--- src/rtl/fifo_pkg.sv ---
// fifo_pkg: pointer widths and Gray conversions shared by the write- and read-side FIFO controls
package fifo_pkg;
    function automatic int addr_width(input int depth);
        return $clog2(depth);
    endfunction
    function automatic int ptr_width(input int depth);
        return $clog2(depth) + 1;
    endfunction
    function automatic logic [31:0] bin2gray(input logic [31:0] b);
        return b ^ (b >> 1);
    endfunction
    function automatic logic [31:0] gray2bin(input logic [31:0] g);
        logic [31:0] b;
        b[31] = g[31];
        for (int i = 30; i >= 0; i--) b[i] = b[i+1] ^ g[i];
        return b;
    endfunction
endpackage

--- src/rtl/pointer_synchronizer.sv ---
// pointer_synchronizer: two-flop synchronizer for a Gray-coded pointer crossing clock domains
module pointer_synchronizer #(
    parameter int WIDTH = 5
) (
    input  logic             clk,
    input  logic             rst,
    input  logic [WIDTH-1:0] d,
    output logic [WIDTH-1:0] q
);
    logic [WIDTH-1:0] meta;
    always_ff @(posedge clk) begin
        if (rst) begin
            meta <= '0;
            q    <= '0;
        end else begin
            meta <= d;
            q    <= meta;
        end
    end
endmodule

--- src/rtl/fifo_write_control.sv ---
// fifo_write_control: write-side pointer, full/almost-full flags and fill level of an async FIFO
module fifo_write_control
    import fifo_pkg::*;
#(
    parameter  int DEPTH             = 16,
    parameter  int ALMOST_FULL_LEVEL = DEPTH - 4,
    localparam int ADDRESS_WIDTH     = addr_width(DEPTH),
    localparam int PW                = ptr_width(DEPTH)
) (
    input  logic                     write_clock,
    input  logic                     write_reset,
    input  logic                     write_enable,
    input  logic [PW-1:0]            read_pointer_gray,
    output logic                     write_accepted,
    output logic [ADDRESS_WIDTH-1:0] write_address,
    output logic [PW-1:0]            write_pointer_gray,
    output logic                     fifo_full,
    output logic                     almost_full,
    output logic [PW-1:0]            write_level
);
    logic [PW-1:0] wbin, wbin_next, wgray_next, rq2, level_next;
    pointer_synchronizer #(.WIDTH(PW)) u_sync (
        .clk (write_clock),
        .rst (write_reset),
        .d   (read_pointer_gray),
        .q   (rq2)
    );
    assign write_accepted = write_enable && !fifo_full && !write_reset;
    assign wbin_next      = wbin + PW'(write_accepted);
    assign wgray_next     = PW'(bin2gray(32'(wbin_next)));
    assign level_next     = wbin_next - PW'(gray2bin(32'(rq2)));
    // Full when the write pointer is exactly one lap ahead: Gray form flips the top two bits
    always_ff @(posedge write_clock) begin
        if (write_reset) begin
            wbin               <= '0;
            write_address      <= '0;
            write_pointer_gray <= '0;
            fifo_full          <= 1'b0;
            almost_full        <= 1'b0;
            write_level        <= '0;
        end else begin
            wbin               <= wbin_next;
            write_address      <= wbin_next[ADDRESS_WIDTH-1:0];
            write_pointer_gray <= wgray_next;
            fifo_full          <= wgray_next == {~rq2[PW-1:PW-2], rq2[PW-3:0]};
            almost_full        <= int'(level_next) >= ALMOST_FULL_LEVEL;
            write_level        <= level_next;
        end
    end
endmodule

--- config.mk ---
export PLATFORM = sky130hd
export DESIGN_NAME = fifo_write_control
export DESIGN_NICKNAME = d
export VERILOG_FILES = /design/src/rtl/fifo_pkg.sv /design/src/rtl/pointer_synchronizer.sv /design/src/rtl/fifo_write_control.sv
export SDC_FILE = /design/constraint.sdc
export NUM_CORES = 1
export LEC_CHECK = 0
export BUFFER_PORTS_ARGS = -buffer_cell sky130_fd_sc_hd__buf_2
export CELL_PAD_IN_SITES_DETAIL_PLACEMENT = 0
export CELL_PAD_IN_SITES_GLOBAL_PLACEMENT = 1
export CORE_MARGIN = 4
export CORE_UTILIZATION = 42
export CTS_BUF_LIST = sky130_fd_sc_hd__clkbuf_8
export DETAILED_ROUTE_END_ITERATION = 16
export GPL_TIMING_DRIVEN = 0
export PLACE_DENSITY = 0.87
export RECOVER_POWER = 25
export SKIP_CTS_REPAIR_TIMING = 1
export SLEW_MARGIN = 20
export SYNTH_ARGS = -nofsm -noshare
export SYNTH_HDL_FRONTEND = slang
export SYNTH_SLANG_ARGS = --single-unit
--- constraint.sdc ---
create_clock -name write_clock -period 4.3 [get_ports write_clock]
set_input_delay 0.645 -clock write_clock [delete_from_list [all_inputs] [get_ports write_clock]]
set_output_delay 0.645 -clock write_clock [all_outputs]
set_load 0.01 [all_outputs]
* Yosys cells after proc, flatten, opt, wreduce, memory -nomap -nowiden
Index checks and enable logic that the tools add are counted. W data, S select, Z words.
Storage, ports and cells: output and inout port bits 17, logic and storage cells 22, register bits after elaboration 31, input port bits 8
Operators by class: $lt $le $gt $ge 1, bitwise logic cells 6, add/subtract/negate cells 2, reductions and logical operators 4, equal/unequal tests 1
Operator list (number):
- $add A5 B1 Y5 | 1
- $eq A5 B5 Y1 | 1
- $ge A5 B4 Y1 const B | 1
- $sub A5 B5 Y5 | 1
- $xor A5 B4 Y5 | 1
- $xor A1 B1 Y1 | 4
- $logic_and A1 B1 Y1 | 2
- $logic_not A1 Y1 | 2
- $not A2 Y2 | 1

* Longest topological paths before layout
word-level depth 6, mapped depth 13, mapped depth without buffers 11

* By module
Synthesis repeated with hierarchy kept, for this count alone.
Second synthesis, totals: cells, all modules 113, area total of the unflattened synthesis 1161.1 um^2
By module, submodules not included:
- fifo_write_control | area an instance 898.4 um^2, times used 1, sequential area each 320.3 um^2, cells each 93
- pointer_synchronizer | area an instance 262.8 um^2, times used 1, sequential area each 200.2 um^2, cells each 20

* Worst setup path before layout
OpenSTA, ideal clock, no wires.
path type input -> register, start point in write_reset, end point reg almost_full, arrival 3321 ps, slack 845 ps, required time 4166 ps, setup time 134 ps, stages on the path 13, buffers on the path 2, path through clkbuf_1 clkbuf_1 nor3b_1 ha_1 ha_1 xnor2_1 xnor2_1 ha_1 inv_1 or2_2 o211a_1 o21ai_1 o22ai_1
Between the ends: cells in the longest elaborated chain, start to end 5
Ends and longest elaborated chain:
- start, declared | line fifo_write_control.sv:11 | input logic write_reset,
- $logic_not A1 Y1 | line fifo_write_control.sv:28 | assign write_accepted = write_enable && !fifo_full && !write_reset;
- $logic_and A1 B1 Y1 | line fifo_write_control.sv:28
- named net write_accepted | line fifo_write_control.sv:14 | output logic write_accepted,
- $add A5 B1 Y5 | line fifo_write_control.sv:29 | assign wbin_next = wbin + PW'(write_accepted);
- $sub A5 B5 Y5 | line fifo_write_control.sv:31 | assign level_next = wbin_next - PW'(gray2bin(32'(rq2)));
- $ge A5 B4 Y1 | line fifo_write_control.sv:46 | almost_full <= int'(level_next) >= ALMOST_FULL_LEVEL;
- end signal, assigned | line fifo_write_control.sv:39 | almost_full <= 1'b0;
- end signal, assigned | line fifo_write_control.sv:46
- end, declared | line fifo_write_control.sv:18 | output logic almost_full,
The timed path passes the listed nets, and every way through them passes these cells. A chain may end at the register's enable or synchronous reset.

* Worst setup path after layout
start point in write_reset, end point reg almost_full
Between the ends: cells in the longest elaborated chain, start to end 5
Ends and longest elaborated chain (line):
- $logic_not A1 Y1 | fifo_write_control.sv:28
- $logic_and A1 B1 Y1 | fifo_write_control.sv:28
- $add A5 B1 Y5 | fifo_write_control.sv:29
- $sub A5 B5 Y5 | fifo_write_control.sv:31
- $ge A5 B4 Y1 | fifo_write_control.sv:46
Parallel ways exist; a longest one is shown, timed or not.

==> flow_metrics.env <==
export IMPL_htreeDepth=1
export IMPL_hold_viol=0
export IMPL_timing_fmax_ghz=0.284
export IMPL_fin_area_um2=1370
export IMPL_slew_headroom=0.545
export IMPL_via_per_inst=4.78
export IMPL_fin_crit_sh=0.820
export IMPL_hold_slack_ns=0.442
export IMPL_power_leakage_uw=0.000637
export IMPL_seq_area_frac_synth=0.447
export IMPL_synth_edff_count=0
export IMPL_synth_distinct_cells=28
export IMPL_num_vias=827
export IMPL_crit_path_end_kind="flop"
export IMPL_synth_async_reset_ratio=0
export IMPL_grt_pass1_vias=819
export IMPL_startpoint_type="primary input"
export IMPL_hold_start="u_sync.meta[4]"
export IMPL_gp_congestion=0.791
export IMPL_rrSetupSlack_ns=1.49
export IMPL_grt_pass1_wl_mm=3.55
export IMPL_portBuffers=23
export IMPL_cts_tree="done"
export IMPL_ios=25
export IMPL_fin_skew_ns=0.00325
export IMPL_die_y_um=60.6
export IMPL_hold_path_class="reg -> reg"
export IMPL_synth_seq_cells=26
export IMPL_route_detailed_drc=0
export IMPL_setup_viol=0
export IMPL_routedWlPerCell_um=12.0
export IMPL_vdd_drop_max_v=0.000234
export IMPL_tightest_slew_ns=0.677
export IMPL_yosysMostFrequentCell="dfxtp_1"
export IMPL_synthTopCellsByCount="dfxtp_1, nor2_1, nor2b_1, xnor2_1"
export IMPL_crit_fanout=10
export IMPL_die_area_um2=3680
export IMPL_fp_row_count=18
export IMPL_clkTransAtPathRegs_ns=0.09
export IMPL_synthFlopType="dfxtp_1"
export IMPL_timing_rr_start="fifo_full"
export IMPL_ant_nets=0
export IMPL_synthCells=116
export IMPL_cts_buffers=3
export IMPL_required_ns=4.43
export IMPL_antenna_cells=0
export IMPL_rsz0062_at_grt="no"
export IMPL_dpl_cell_area_um2=1320
export IMPL_drive_gt1_frac=0.210
export IMPL_grt_overflow=0
export IMPL_dp_hpwl_mm=1.63
export IMPL_insertion_delay_ns=0.26
export IMPL_synth_top_cell_by_area="dfxtp_1"
export IMPL_start_util=0.453
export IMPL_run_status="finished clean"
export IMPL_core_um2=2570
export IMPL_holdPathStages=1
export IMPL_routed_wl_mm=2.08
export IMPL_die_x_um=60.6
export IMPL_synth_warning_count=0
export IMPL_yosysTopAreaCellShare=0.447
export IMPL_grt_use_total=0.131
export IMPL_syn_area_um2=1160
export IMPL_area_growth_pct=17.3
export IMPL_antenna_found_initial=0
export IMPL_drv_cap=0
export IMPL_cts_buffer_depth=2
export IMPL_numClockSinks=26
export IMPL_slew_violations=0
export IMPL_root_buffer="clkbuf_8"
export IMPL_place_ws_ns=0.435
export IMPL_fin_crit_ns=3.53
export IMPL_crit_arrival_ns=3.66
export IMPL_criticalPathCategory="in -> reg"
export IMPL_reg2regPathDepth=11
export IMPL_setup_worst_path_start="write_reset"
export IMPL_power_uw=530
export IMPL_synth_nets=130
export IMPL_synth_area_top_cells="dfxtp_1, xnor2_1, ha_1"
export IMPL_drt_iter0_markers=9
export IMPL_powerDensity_nw_per_um2=388
export IMPL_grt_max_degree=15
export IMPL_final_nets=158
export IMPL_first_pass_iters=3
export IMPL_timing_final_ws_setup_ns=0.775
export IMPL_avgSynthCellArea_um2=10.0
export IMPL_tns_ns=0
[per-layer routing]
layer,part of all wire,GRT usage
met2,0.51,0.249
met1,0.43,0.148
met3,0.057,0.0319
met5,0,0
met4,0.0058,0.0279
[registers in the layout (all words and copies together) (netlist names)]
name                flops
u_sync.meta             5
u_sync.q                5
write_level             5
write_pointer_gray      5
write_address           3
almost_full             1
fifo_full               1
wbin                    1
[cells in the final DEF, fill, tap and decap left out, types with 3 or more instances in the layout]
cell | Yosys | final
and2_1 | 3 | 3
dfxtp_1 | 26 | 26
clkbuf_8 | 0 | 4
nor2_1 | 12 | 12
buf_2 | 1 | 19
xor2_1 | 8 | 8
nor3_1 | 3 | 3
nor2b_1 | 11 | 11
ha_1 | 6 | 6
xnor2_1 | 10 | 10
inv_1 | 8 | 8
clkbuf_1 | 3 | 8
nand2_1 | 4 | 4
[power breakdown]
| group | internal, uW | total, uW | switching [uW] |
|---|---|---|---|
| Clock | 81.7 | 154 | 72.8 |
| Combinational | 50.6 | 110 | 59.2 |
| Sequential | 260 | 266 | 6.21 |
| Total | 392 | 530 | 138 |
[metrics by stage]
step                       util  std cells
after detailed placement  0.513        169
after floorplan               -        116
after CTS                 0.534        173
after global placement    0.513        169
final                     0.532        173
after global routing      0.532        173
[final timing paths]
| path | end |
|---|---|
| max | almost_full |
| min | u_sync.q[4] |
| max reg2reg | almost_full |
| min reg2reg | u_sync.q[4] |
[cell families (layout without fill, tap and decap cells)]
| kind of cell | after synthesis | in the layout | synth area share |
|---|---|---|---|
| AND/OR/NAND/NOR | 39 | 39 | 0.174 |
| flip-flops | 26 | 26 | 0.447 |
| XOR/XNOR | 20 | 20 | 0.170 |
| buffers and inverters | 12 | 39 | 0.0398 |
| AO/OA/AOI/OAI | 11 | 11 | 0.0871 |
| adder cells (fa/ha/maj) | 6 | 6 | 0.0645 |
| multiplexers | 2 | 2 | 0.0172 |
[worst max-delay path, cell delays in order]
cell and delay (ns):
clkbuf_1 0.29, clkbuf_1 0.43, nor3b_1 0.16, ha_1 0.24, ha_1 0.36, xnor2_1 0.36, xnor2_1 0.17, ha_1 0.20
inv_1 0.10, or2_2 0.30, o211a_1 0.13, o21ai_1 0.16, o22ai_1 0.10
[layout make-up]
type	instances	area [um^2]
tap	30	37.5
clock buffer	4	55.1
timing repair buffer	23	109
buffer	4	16.3
fill	266	1200
multi-input combinational	78	597
inverter	8	30.0
sequential	26	520
Note: power is estimated with default switching activity, not from simulation.
